$ cat config.mk
export PLATFORM = sky130hd
export DESIGN_NAME = ucie_ctl_sb_tx_queued
export DESIGN_NICKNAME = d
export VERILOG_FILES = /design/src/rtl/ucie_ctl_sb_tx_queued.sv
export SDC_FILE = /design/constraint.sdc
export NUM_CORES = 1
export LEC_CHECK = 0
export BUFFER_PORTS_ARGS = -buffer_cell sky130_fd_sc_hd__buf_4
export CELL_PAD_IN_SITES_DETAIL_PLACEMENT = 0
export CELL_PAD_IN_SITES_GLOBAL_PLACEMENT = 1
export CORE_AREA = 2 2 134 136
export CTS_BUF_LIST = sky130_fd_sc_hd__clkbuf_2
export DETAILED_ROUTE_END_ITERATION = 8
export DIE_AREA = 0 0 136 138
export PLACE_DENSITY_LB_ADDON = 0.1
export SYNTH_ARGS = -nofsm -noshare
export SYNTH_HDL_FRONTEND = slang
export SYNTH_SLANG_ARGS = --single-unit
$ cat constraint.sdc
create_clock -name i_clk -period 3 [get_ports i_clk]
set_clock_uncertainty 0.1 [all_clocks]
set_input_delay 0.3 -clock i_clk [delete_from_list [all_inputs] [get_ports i_clk]]
set_output_delay 0.3 -clock i_clk [all_outputs]
set_load 0.01 [all_outputs]
$ cat src/rtl/ucie_ctl_sb_tx_queued.sv
// Sideband TX with a message FIFO: each queued message is sent as a header phase and an
// optional data phase, in NC-bit beats on lp_cfg, paced by a PL credit counter.
module ucie_ctl_sb_tx_queued #(
  parameter  int NC      = 32,
  parameter  int DEPTH   = 4,
  parameter  int MAX_CRD = 4,
  localparam int CW      = $clog2(MAX_CRD + 1),
  localparam int AW      = $clog2(DEPTH + 1)
) (
  input  logic          i_clk,
  input  logic          i_rst,
  input  logic          i_valid_lp_sb,
  input  logic [4:0]    i_rdi_lp_sb_decode,
  input  logic          i_has_data,
  input  logic [31:0]   i_rdi_lp_adv_cap_value,
  output logic          o_pl_sb_busy,
  input  logic          i_rdi_pl_cfg_crd,
  output logic          o_rdi_lp_cfg_vld,
  output logic [NC-1:0] o_rdi_lp_cfg,
  output logic [CW-1:0] o_crd_cnt,
  output logic          o_crd_err,
  output logic [AW-1:0] o_fifo_cnt
);

  localparam int BEATS = 64 / NC;
  localparam int BW    = (BEATS > 1) ? $clog2(BEATS) : 1;
  localparam int PW    = (DEPTH > 1) ? $clog2(DEPTH) : 1;

  typedef enum logic [1:0] {ST_IDLE, ST_HDR, ST_DATA} state_e;

  typedef struct packed {
    logic        has_data;
    logic [4:0]  decode;
    logic [31:0] value;
  } msg_t;

  msg_t          mem_q [DEPTH];
  logic [PW-1:0] wr_ptr_q, wr_ptr_d, rd_ptr_q, rd_ptr_d;
  logic [AW-1:0] cnt_q, cnt_d;
  logic [CW-1:0] crd_q, crd_d;
  logic          err_q, err_d;
  state_e        state_q, state_d;
  logic [BW-1:0] beat_q, beat_d;
  msg_t          cur_q, cur_d;
  logic          vld_q, vld_d;
  logic [NC-1:0] cfg_q, cfg_d;

  logic          busy, push, pop, can_start, last_beat;
  msg_t          head, push_msg;
  logic [63:0]   phase;
  logic [5:0]    bit_off;

  assign busy      = (cnt_q == AW'(DEPTH));
  assign push      = i_valid_lp_sb & ~busy;
  assign push_msg  = '{has_data: i_has_data, decode: i_rdi_lp_sb_decode,
                       value: i_rdi_lp_adv_cap_value};
  assign head      = mem_q[rd_ptr_q];
  // Both occupancy and credit are the pre-edge values, so a same-cycle push or return never starts a packet.
  assign can_start = (cnt_q != '0) && (crd_q != '0);
  assign last_beat = (beat_q == BW'(BEATS - 1));
  assign phase     = (state_q == ST_HDR) ? {58'b0, cur_q.has_data, cur_q.decode}
                                         : {32'b0, cur_q.value};
  assign bit_off   = 6'(int'(beat_q) * NC);

  // Packet sequencer: header beats, optional data beats, then either chain the next packet or idle.
  always_comb begin
    // NOTE: every always_comb output gets a default first, so no path can infer a latch.
    state_d = state_q;
    beat_d  = beat_q;
    cur_d   = cur_q;
    pop     = 1'b0;
    vld_d   = 1'b0;
    cfg_d   = '0;
    case (state_q)
      ST_IDLE: begin
        if (can_start) begin
          pop     = 1'b1;
          cur_d   = head;
          state_d = ST_HDR;
          beat_d  = '0;
        end
      end
      ST_HDR, ST_DATA: begin
        vld_d = 1'b1;
        cfg_d = phase[bit_off +: NC];
        if (!last_beat) begin
          beat_d = beat_q + 1'b1;
        end else if (state_q == ST_HDR && cur_q.has_data) begin
          state_d = ST_DATA;
          beat_d  = '0;
        end else if (can_start) begin
          pop     = 1'b1;
          cur_d   = head;
          state_d = ST_HDR;
          beat_d  = '0;
        end else begin
          state_d = ST_IDLE;
        end
      end
      default: state_d = ST_IDLE;
    endcase
  end

  always_comb begin
    wr_ptr_d = push ? wr_ptr_q + 1'b1 : wr_ptr_q;
    rd_ptr_d = pop  ? rd_ptr_q + 1'b1 : rd_ptr_q;
    cnt_d    = cnt_q + AW'(push) - AW'(pop);
    crd_d    = crd_q;
    err_d    = err_q;
    case ({pop, i_rdi_pl_cfg_crd})
      2'b10: crd_d = crd_q - 1'b1;
      2'b01: begin
        if (crd_q == CW'(MAX_CRD)) err_d = 1'b1;
        else                       crd_d = crd_q + 1'b1;
      end
      default: crd_d = crd_q;
    endcase
  end

  always_ff @(posedge i_clk) begin
    // NOTE: sequential state uses non-blocking assignments so every flop samples pre-edge values.
    if (i_rst) begin
      wr_ptr_q <= '0;
      rd_ptr_q <= '0;
      cnt_q    <= '0;
      crd_q    <= CW'(MAX_CRD);
      err_q    <= 1'b0;
      state_q  <= ST_IDLE;
      beat_q   <= '0;
      cur_q    <= '0;
      vld_q    <= 1'b0;
      cfg_q    <= '0;
    end else begin
      wr_ptr_q <= wr_ptr_d;
      rd_ptr_q <= rd_ptr_d;
      cnt_q    <= cnt_d;
      crd_q    <= crd_d;
      err_q    <= err_d;
      state_q  <= state_d;
      beat_q   <= beat_d;
      cur_q    <= cur_d;
      vld_q    <= vld_d;
      cfg_q    <= cfg_d;
    end
  end

  // NOTE: the storage array is not reset; the pointers and count alone decide which entries are live.
  always_ff @(posedge i_clk) begin
    if (push) mem_q[wr_ptr_q] <= push_msg;
  end

  assign o_pl_sb_busy     = busy;
  assign o_rdi_lp_cfg_vld = vld_q;
  assign o_rdi_lp_cfg     = cfg_q;
  assign o_crd_cnt        = crd_q;
  assign o_crd_err        = err_q;
  assign o_fifo_cnt       = cnt_q;

endmodule
==> results.md <==
* First-pass GRT wire length at 26.6 mm
* Fin Setup TNS at 0 ns
* Final Cycle Share at 0.908
* Final WS setup at 0.277 ns
* RSZ-0062 raised after global routing: false
* Worst-path clk slew at 0.10 ns
* Crit. End Element: flop
* CTS buffer count at 56
* Post-synth top area share at 0.524
* Slowest-stage cell, CP: dfxtp_1
* Initial antenna violation count at 1
* Vias at 4924
* Worst path top cell family by delay: adder cells
* Global-route usage over all layers at 0.183
* Clock root buffer: clkbuf_2
* Top-count cell post-synth: edfxtp_1
* Sequential-to-total area share from yosys stat at 0.725
* Area Overhead vs Synth at 20.2%
* Unique masters post-synth at 45
* Htree depth at 2
* Antenna viol nets, final at 0
* Slew Limit Headroom at 0.220
* Ys async rst share at 0
* DIE WIDTH at 136 um
* Clk sinks at 239
* Cell taking the most area after synthesis: edfxtp_1
* Dominant register cell in the synthesized netlist: edfxtp_1
* Largest family of logic cells by synthesized area: multiplexers
* Synth area leaders: edfxtp_1, dfxtp_1, mux4_2
* Num ports at 83
* Post-route DRC at 0
* PortBufs at 82
* Routed len/inst at 16.8 um
* Maximum buffer depth of the clock tree at 3
* Syn nets at 599
* Worst Hold Class: in -> reg
* Pre-CTS setup slack at 0.303 ns
* Die area at 0.0188 mm2
* 1st-pass router iterations at 4
* Initial Util at 0.496
* Fin crit period at 2.72 ns
* Final wirelength at 16.6 mm
* Vias/cell at 5.00
* GP Congestion at 0.753
* Post-DP HPWL at 8.97 mm
* Number of fill cells at 1452
* Std-Cell Rows at 49
* Max rail drop VDD at 0.416 mV
* Most frequent cells after synthesis: edfxtp_1, dfxtp_1, nand2_1, a21oi_1, mux4_2
* Internal power at 5.92 mW
* Crit path DAT at 3.23 ns
* Final setup vio count at 0
* Psw at 2.86 mW
* Synth Area in XOR/XNOR at 0.00503
* Fin. Hold Viols at 0
* Synth Area in Compound Gates at 0.0357
* Pwr per Cell Area at 839 mW/mm2
* CTS tree: done
* Synthesized instance count at 546
* Logic pwr share at 0.286
* Fmax at 0.367 GHz
* DR iter-0 viols at 198
* Crit-path cells: inv_1 > ha_1 > a31oi_1 > nor2_1 > ha_1 > inv_1 > ha_1 > inv_1 > fa_1 > xor2_1 > xnor2_1 > nor2_1
* Clk Latency, worst-skew pair at 0.78 ns
* Static Leakage at 3.84 nW
* Mapped Area at 0.00870 mm2
* Post-Synth Simple-Gate Area at 0.0890
* Critical Path Max Stage Delay at 0.41 ns
* Required @ worst endpoint at 3.50 ns
* Core area at 0.0175 mm2
* Post-CTS sizing at 0
* Number of flops mapped to enable cells by yosys at 152
* Worst-path fanout max at 8
* Clk pwr share at 0.222
* Die height at 138 um
* Worst slew pin tran at 1.17 ns
* Vias in the first global route at 5226
* Worst Setup Path Type: reg -> reg
* Mux cell area share after synthesis at 0.107
* Status: complete, no violations
* Sw Ratio at 0.326
* Fin nets at 763
* Total of max-cap violations at 0
* Sequential fraction of design power at 0.491
* CP Buf/Inv Count at 3
* Share of cells above drive strength 1 at 0.309
* Syn Area/Cell at 15.9 um2
* GR Overflow Total at 0
* Post-Synth Adder-Cell Area at 0.0175
* Slew Viols, Final at 0
* CP Launch Type: flop
* Largest net degree at the start of global routing at 59
* Synth Warn # at 0
* Synthesized flop and latch total at 239
==> repair_timing <==
item | 4_1_cts | 5_1_grt
hold buffers | 42 | 0
buffers inserted | 0 | 0
hold endpoints to repair | 206 | 0
==> metal layers <==
metal / global-route usage / wire length [um] / vias up
met5: 0 / 0 / -
met1: 0.227 / 7200 / 2408
met3: 0.0480 / 727 / 32
met2: 0.308 / 8280 / 110
met4: 0.0707 / 370 / 0
li1: - / - / 2374
==> layout make-up <==
| cell class | instances | area, um2 | share of cell area |
|---|---|---|---|
| clock inverter | 18 | 71.3 | 0.00682 |
| timing repair buffer | 132 | 1110 | 0.106 |
| multi-input combinational | 272 | 2230 | 0.213 |
| clock buffer | 85 | 425 | 0.0407 |
| sequential | 239 | 6310 | 0.603 |
| inverter | 9 | 33.8 | 0.00323 |
| antenna | 1 | 2.50 | 0.000239 |
| tap | 229 | 287 | 0.0274 |
==> power groups by stage <==
stage,Clock [mW],Combinational [mW],Sequential (mW)
2_1_floorplan,0,1.85,4.35
3_3_place_gp,0,2.49,4.37
3_5_place_dp,0,2.52,4.40
4_1_cts,2.03,2.57,4.32
5_1_grt,2.20,2.82,4.38
6_report,1.95,2.51,4.31
==> registers in the layout, summed over array words and instances (netlist names), named ones only <==
| name | count |
|---|---|
| beat_q | 1 |
| cur_q | 38 |
| mem_q | 152 |
| o_crd_cnt | 3 |
| o_crd_err | 1 |
| o_fifo_cnt | 3 |
| o_rdi_lp_cfg | 32 |
| o_rdi_lp_cfg_vld | 1 |
| rd_ptr_q | 2 |
| state_q | 2 |
| wr_ptr_q | 2 |
==> cell usage in the layout (no fill, tap or decap), types with 3 or more instances in the layout <==
master,instances
a21oi_1,45
edfxtp_1,152
nor3_2,3
and2_1,26
o21ai_0,3
nor2b_1,4
dlygate4sd3_1,42
nand2_1,76
nor2_1,19
clkinv_1,17
buf_4,89
mux4_2,38
clkbuf_2,85
mux2i_1,6
xnor2_1,3
ha_1,9
dfxtp_1,85
inv_1,9
and2_2,4
nand3_1,5
==> stage by stage <==
| stage | power (mW) | area [um2] | util | hold WS, ns | cells |
|---|---|---|---|---|---|
| 3_5_place_dp | 6.91 | 9540 | 0.544 | 0.342 | 839 |
| 5_1_grt | 9.40 | 10500 | 0.597 | 0.0526 | 985 |
| 4_1_cts | 8.93 | 10500 | 0.597 | 0.0656 | 984 |
| 2_1_floorplan | 6.21 | 8700 | - | 0.299 | 546 |
| 3_3_place_gp | 6.86 | 9540 | 0.544 | 0.335 | 839 |
| 6_report | 8.78 | 10500 | 0.597 | 0.166 | 985 |
==> cell families after synthesis <==
group / after synthesis
adder cells (fa/ha/maj): 11
flip-flops: 239
AND/OR/NAND/NOR: 154
multiplexers: 45
buffers and inverters: 35
XOR/XNOR: 5
AO/OA/AOI/OAI: 57
==> worst reg2reg max path, delay by kind of cell (launching register included) <==
kind | cells | cell delay (ns)
XOR/XNOR | 2 | 0.30
buffers and inverters | 3 | 0.16
AO/OA/AOI/OAI | 1 | 0.27
AND/OR/NAND/NOR | 2 | 0.17
flip-flops | 1 | 0.41
adder cells (fa/ha/maj) | 4 | 1.17
==> path summary, 6_finish.rpt <==
check / start / endpoint / slack, ns / depth (start not counted)
hold / removal: i_rdi_lp_adv_cap_value[17] / mem_q[1][17] / 0.17 / 2
hold reg to reg: cur_q[9] / cur_q[9] / 0.35 / 2
setup reg to reg: state_q[0] / o_fifo_cnt[2] / 0.28 / 12
setup / recovery: state_q[0] / o_fifo_cnt[2] / 0.28 / 12
Power figures use the tool's default switching activity.
